<file path="config.mk">
export PLATFORM = sky130hd
export DESIGN_NAME = cache_mem_arbiter
export DESIGN_NICKNAME = d
export VERILOG_FILES = /design/src/rtl/cache_mem_arbiter.sv
export SDC_FILE = /design/constraint.sdc
export NUM_CORES = 1
export LEC_CHECK = 0
export ABC_AREA = 0
export CORE_AREA = 2 2 304 306
export CTS_CLUSTER_DIAMETER = 50
export DETAILED_ROUTE_END_ITERATION = 10
export DIE_AREA = 0 0 306 308
export HOLD_SLACK_MARGIN = 0.1
export SETUP_SLACK_MARGIN = 0.2
export SLEW_MARGIN = 40
export SYNTH_ARGS = -nofsm -noshare
export SYNTH_HDL_FRONTEND = slang
export SYNTH_SLANG_ARGS = --single-unit
export TNS_END_PERCENT = 20
</file>
<file path="constraint.sdc">
create_clock -name clk -period 2.28 [get_ports clk]
set_input_delay 0.342 -clock clk [delete_from_list [all_inputs] [get_ports clk]]
set_output_delay 0.342 -clock clk [all_outputs]
set_load 0.01 [all_outputs]
</file>
<file path="src/rtl/cache_mem_arbiter.sv">
// Purpose: shares one cache-line memory port between ICache refill, DCache refill and DCache writeback.
// Latency: grant one cycle after request; reply pulse one cycle after mem_ready; 3-cycle minimum occupancy.
// Backpressure: requesters hold valid until their ready pulse; the memory transaction is held until mem_ready.
module cache_mem_arbiter #(
  parameter int LINE_WIDTH = 128,
  parameter int ADDR_WIDTH = 32
) (
  input  logic                  clk,
  input  logic                  rst,
  input  logic                  i_valid,
  input  logic [ADDR_WIDTH-1:0] i_addr,
  input  logic                  i_flush,
  output logic                  i_ready,
  output logic [LINE_WIDTH-1:0] i_rdata,
  input  logic                  d_rvalid,
  input  logic [ADDR_WIDTH-1:0] d_raddr,
  output logic                  d_rready,
  output logic [LINE_WIDTH-1:0] d_rdata,
  input  logic                  d_wvalid,
  input  logic [ADDR_WIDTH-1:0] d_waddr,
  input  logic [LINE_WIDTH-1:0] d_wdata,
  output logic                  d_wready,
  output logic                  mem_valid,
  output logic                  mem_we,
  output logic [ADDR_WIDTH-1:0] mem_addr,
  output logic [LINE_WIDTH-1:0] mem_wdata,
  input  logic                  mem_ready,
  input  logic [LINE_WIDTH-1:0] mem_rdata
);

  localparam int OFFSET_BITS = $clog2(LINE_WIDTH / 8);
  // Clears the byte-within-line bits so memory always sees a line-aligned address.
  localparam logic [ADDR_WIDTH-1:0] LINE_MASK =
    ~((ADDR_WIDTH'(1) << OFFSET_BITS) - ADDR_WIDTH'(1));

  typedef enum logic [1:0] {ST_IDLE, ST_BUSY, ST_RESP} state_t;
  typedef enum logic [1:0] {OWN_I, OWN_DR, OWN_DW} owner_t;
  typedef enum logic {RR_I, RR_D} rr_t;

  state_t                state_q, state_d;
  owner_t                owner_q, owner_d;
  rr_t                   rr_last_q, rr_last_d;
  logic                  cancel_q, cancel_d;
  logic                  mem_valid_q, mem_valid_d;
  logic                  mem_we_q, mem_we_d;
  logic [ADDR_WIDTH-1:0] mem_addr_q, mem_addr_d;
  logic [LINE_WIDTH-1:0] mem_wdata_q, mem_wdata_d;
  logic [LINE_WIDTH-1:0] resp_q, resp_d;
  logic                  i_ready_q, i_ready_d;
  logic                  d_rready_q, d_rready_d;
  logic                  d_wready_q, d_wready_d;

  // A flushed instruction request is not eligible for grant in the same cycle.
  logic i_req;
  assign i_req = i_valid & ~i_flush;

  // Arbitration, transaction tracking and reply-pulse generation.
  always_comb begin
    state_d     = state_q;
    owner_d     = owner_q;
    rr_last_d   = rr_last_q;
    cancel_d    = cancel_q;
    mem_valid_d = mem_valid_q;
    mem_we_d    = mem_we_q;
    mem_addr_d  = mem_addr_q;
    mem_wdata_d = mem_wdata_q;
    resp_d      = resp_q;
    i_ready_d   = 1'b0;
    d_rready_d  = 1'b0;
    d_wready_d  = 1'b0;

    case (state_q)
      ST_IDLE: begin
        if (d_wvalid) begin
          // Writeback first so a dirty victim leaves before its set is refilled.
          owner_d     = OWN_DW;
          mem_we_d    = 1'b1;
          mem_addr_d  = d_waddr & LINE_MASK;
          mem_wdata_d = d_wdata;
          mem_valid_d = 1'b1;
          state_d     = ST_BUSY;
        end else if (i_req && (!d_rvalid || rr_last_q == RR_D)) begin
          owner_d     = OWN_I;
          rr_last_d   = RR_I;
          mem_we_d    = 1'b0;
          mem_addr_d  = i_addr & LINE_MASK;
          mem_valid_d = 1'b1;
          state_d     = ST_BUSY;
        end else if (d_rvalid) begin
          owner_d     = OWN_DR;
          rr_last_d   = RR_D;
          mem_we_d    = 1'b0;
          mem_addr_d  = d_raddr & LINE_MASK;
          mem_valid_d = 1'b1;
          state_d     = ST_BUSY;
        end
      end
      ST_BUSY: begin
        // The memory side cannot be aborted, so a flush only suppresses the reply.
        if (owner_q == OWN_I && i_flush) begin
          cancel_d = 1'b1;
        end
        if (mem_ready) begin
          mem_valid_d = 1'b0;
          state_d     = ST_RESP;
          if (!cancel_d) begin
            resp_d     = mem_rdata;
            i_ready_d  = (owner_q == OWN_I);
            d_rready_d = (owner_q == OWN_DR);
            d_wready_d = (owner_q == OWN_DW);
          end
        end
      end
      ST_RESP: begin
        cancel_d = 1'b0;
        state_d  = ST_IDLE;
      end
      default: begin
        state_d = ST_IDLE;
      end
    endcase
  end

  // State and registered outputs; reset abandons any in-flight transaction silently.
  always_ff @(posedge clk) begin
    if (rst) begin
      state_q     <= ST_IDLE;
      owner_q     <= OWN_I;
      rr_last_q   <= RR_D;
      cancel_q    <= 1'b0;
      mem_valid_q <= 1'b0;
      mem_we_q    <= 1'b0;
      mem_addr_q  <= '0;
      mem_wdata_q <= '0;
      resp_q      <= '0;
      i_ready_q   <= 1'b0;
      d_rready_q  <= 1'b0;
      d_wready_q  <= 1'b0;
    end else begin
      state_q     <= state_d;
      owner_q     <= owner_d;
      rr_last_q   <= rr_last_d;
      cancel_q    <= cancel_d;
      mem_valid_q <= mem_valid_d;
      mem_we_q    <= mem_we_d;
      mem_addr_q  <= mem_addr_d;
      mem_wdata_q <= mem_wdata_d;
      resp_q      <= resp_d;
      i_ready_q   <= i_ready_d;
      d_rready_q  <= d_rready_d;
      d_wready_q  <= d_wready_d;
    end
  end

  assign mem_valid = mem_valid_q;
  assign mem_we    = mem_we_q;
  assign mem_addr  = mem_addr_q;
  assign mem_wdata = mem_wdata_q;
  assign i_ready   = i_ready_q;
  assign d_rready  = d_rready_q;
  assign d_wready  = d_wready_q;
  // Both refill paths read the same response line; only the owner's pulse qualifies it.
  assign i_rdata   = resp_q;
  assign d_rdata   = resp_q;

endmodule
</file>
==> impl_metrics.sql <==
INSERT INTO impl_metrics (metric_group, metric, value, unit) VALUES
('run_status', 'run_status', 'finished clean', ''),
('cells_and_area', 'area_of_the_multi_input_gates', '0.00451', 'mm^2'),
('power', 'leakage', '7.66', 'nW'),
('timing', 'grt_setup_unrepaired', 'yes', ''),
('yosys', 'seq_area_frac_synth', '49.6', '%'),
('placement', 'dp_hpwl', '47.1', 'mm'),
('yosys', 'async_flop_share', '0', '%'),
('critical_path', 'crit_cells', '1', ''),
('grt', 'global_route.overflow_total', '0', ''),
('cells_and_area', 'fillers', '9924', ''),
('critical_path', 'worstPathMaxFanout', '3', ''),
('grt', 'grt_usage', '11.8', '%'),
('critical_path', 'critPathTopFamily', 'buffers and inverters', ''),
('clocking', 'post_cts.repair.setup_buffers', '0', ''),
('grt', 'grt_max_degree', '88', ''),
('drt', 'detail_route.drc_violations', '0', ''),
('timing', 'clock_tree_skew_after_final_layout', '0.0221', 'ns'),
('cells_and_area', 'area.sequential', '0.00589', 'mm^2'),
('grt', 'initial_antenna_violation_count', '21', ''),
('yosys', 'synth_enable_flop_cells', '0', ''),
('critical_path', 'setup.worst_path.end_class', 'output port', ''),
('drt', 'totalWireLength', '58.5', 'mm'),
('clocking', 'clock_sink_count', '294', ''),
('timing', 'finalHoldViolations', '0', ''),
('clocking', 'cts_inserted_buffers', '47', ''),
('timing', 'timing.max_slew.rel_slack', '61.7', '%'),
('yosys', 'post_synth.cell_area_avg', '7.98', 'um^2'),
('critical_path', 'cp-start-kind', 'register', ''),
('clocking', 'clock_tree_from_tritoncts', 'done', ''),
('drt', 'dr.first_iter.drc_count', '544', ''),
('clocking', 'clkTransAtPathRegs', '0.06', 'ns'),
('die', 'floorplan.die.width', '306', 'um'),
('grt', 'number_of_global_route_vias_before_repair', '11939', ''),
('worst_hold_path', 'timing.hold.worst_path_depth', '3', ''),
('drt', 'drt-wirelength-per-cell', '17.4', 'um'),
('cells_and_area', 'syn2layout_area_growth', '84.5', '%'),
('critical_path', 'cp_num_buf_inv', '1', ''),
('clocking', 'cts-root-buf', 'clkbuf_16', ''),
('die', 'die-height', '308', 'um'),
('job', 'drv_cap', '0', ''),
('timing', 'final_period_util', '88.2', '%'),
('drt', 'detail-route-antenna-nets', '0', ''),
('critical_path', 'path_cells', 'clkdlybuf4s50_1', ''),
('placement', 'finalWeightedCongestion', '0.823', ''),
('timing', 'report.final.setup_viol', '0', ''),
('timing', 'min_period', '2.01', 'ns'),
('yosys', 'synthesis.yosys.warnings', '0', ''),
('yosys', 'postSynthRegisterBits', '294', ''),
('placement', 'place.port_buffers', '763', ''),
('drt', 'via_count', '12174', ''),
('timing', 'max_slew_violation_count', '0', ''),
('die', 'core_region_area', '0.0910', 'mm^2'),
('critical_path', 'timing.setup.critical_path_class', 'register to output port', ''),
('cells_and_area', 'instances_no_fill', '3355', ''),
('clocking', 'clk_latency', '0.59', 'ns'),
('yosys', 'synth_top_cell_area_share', '49.6', '%'),
('timing', 'worst_slew_pin_slew', '0.574', 'ns'),
('die', 'start_util', '13.0', '%'),
('timing', 'fin_setup_tns', '0', 'ns'),
('yosys', 'synthesis.instances', '1486', ''),
('cells_and_area', 'num-nets-final', '2491', ''),
('worst_hold_path', 'min_path_type', 'input port to register', ''),
('yosys', 'synth_top_area_cell', 'dfxtp_1', ''),
('power', 'peakVddDrop', '0.550', 'mV'),
('critical_path', 'crit_arrival', '1.67', 'ns'),
('die', 'design.portCount', '780', ''),
('placement', 'placed_cells', '3263', ''),
('yosys', 'synth_flop_cell', 'dfxtp_1', ''),
('critical_path', 'critical-path-slowest-cell', 'clkdlybuf4s50_1', ''),
('critical_path', 'worst-r2r-cell-count', '5', ''),
('grt', 'first_pass_grt_wire_length', '81.2', 'mm'),
('yosys', 'netlist_top_cells_area', 'dfxtp_1 50%, nand2_1 16%, a21oi_1 11%, buf_4 8.4%, mux2i_1 2.5%', ''),
('critical_path', 'critical-path-max-stage-delay', '0.60', 'ns'),
('yosys', 'synth.cell_area', '0.0119', 'mm^2'),
('yosys', 'synth.lib_cells_used.distinct', '33', ''),
('power', 'p_per_area', '803', 'mW/mm^2'),
('timing', 'fmax', '497', 'MHz'),
('cells_and_area', 'drive_gt1_share', '7.25', '%'),
('clocking', 'htree_levels', '2', ''),
('clocking', 'ctsLongestPathBuffers', '3', ''),
('die', 'dieArea', '0.0942', 'mm^2'),
('critical_path', 'worstPathRequired', '1.94', 'ns'),
('die', 'rows', '111', ''),
('drt', 'viasPerCell', '3.63', ''),
('drt', 'drt-pass1-iter-count', '4', '');
==> final timing paths <==
path / startpoint / endpoint / slack (ns)
setup / recovery: d_rdata[120] / d_rdata[120] / 0.27
hold / removal: d_wvalid / mem_addr[17] / 0.21
setup reg to reg: state_q[0] / mem_wdata[121] / 0.33
hold reg to reg: mem_wdata[96] / mem_wdata[96] / 0.45
==> cells by family after synthesis <==
logic type | count (synthesis) | share of synthesized area (%)
compound gates | 297 | 13.9
fa+ha+maj | 5 | 0.528
buf+inv | 242 | 12.7
flops | 294 | 49.6
mux | 30 | 2.53
other cells | 1 | 0.0316
simple gates | 617 | 20.7
==> cell type report <==
class | count | share of cell area, %
well taps | 1186 | 6.78
diodes | 4 | 0.0458
clock inverters | 31 | 1.69
clock buffers | 56 | 5.76
inverters | 5 | 0.0858
multi-input cells | 953 | 20.6
flip-flops and latches | 294 | 26.9
repair buffers | 826 | 38.1
==> cell usage after synthesis (2+ instances only) <==
cell	number
nand2_1	515
dfxtp_1	294
a21oi_1	260
buf_4	133
nor2_1	59
clkbuf_1	50
buf_2	44
mux2i_1	30
nand2b_1	30
a32o_1	28
buf_1	5
buf_6	5
ha_1	5
inv_1	5
and2_1	2
nor3_1	2
nor4b_2	2
o21ai_0	2
==> placed cells by master, fill, tap and decap left out, drive strengths merged, types with 28 or more instances in the layout <==
cell / instances
a21oi: 260
a32o: 28
buf: 64
clkbuf: 56
clkdlybuf4s50: 759
dfxtp: 294
mux2i: 30
nand2: 515
nand2b: 30
nor2: 60
==> repair_timing <==
item                                   CTS  global route
gates resized for setup                  1             1
hold buffers                             1             0
setup endpoints to repair                4             8
endpoints found under the hold margin   21             0
==> metrics by stage <==
step	setup WS [ns]	area [um^2]	power, mW	hold slack, ns	util (%)
2_1_floorplan	0.650	11900	7.78	0.452	-
3_3_place_gp	0.107	20200	10.3	0.441	22.2
3_5_place_dp	0.129	20200	10.3	0.446	22.2
4_1_cts	0.155	21900	17.9	0.155	24.0
5_1_grt	0.175	21900	18.4	0.212	24.0
6_report	0.269	21900	17.6	0.213	24.0
==> state kept, by name, indices dropped and copies added, names as in the netlist <==
| name | flops |
|---|---|
| state_q | 2 |
| d_wready | 1 |
| owner_q | 2 |
| d_rdata | 128 |
| mem_valid | 1 |
| cancel_q | 1 |
| mem_wdata | 128 |
| rr_last_q | 1 |
| mem_addr | 28 |
| i_ready | 1 |
| d_rready | 1 |
==> where the power goes <==
part           leakage, nW  total, mW  internal, mW  switching [mW]
Sequential            2.40       5.97          5.65           0.321
Clock                0.778       7.42          4.59            2.84
Combinational         4.48       4.17          2.25            1.92
==> routing by layer <==
metal	up-vias	global-route usage [%]	part of all wire (%)
met5	-	0	0.065
met4	6	3.09	2.2
met3	101	5.01	10
met2	548	20.2	48
met1	5536	13.4	40
li1	5983	-	-
Note: power is estimated with default switching activity, not from simulation.
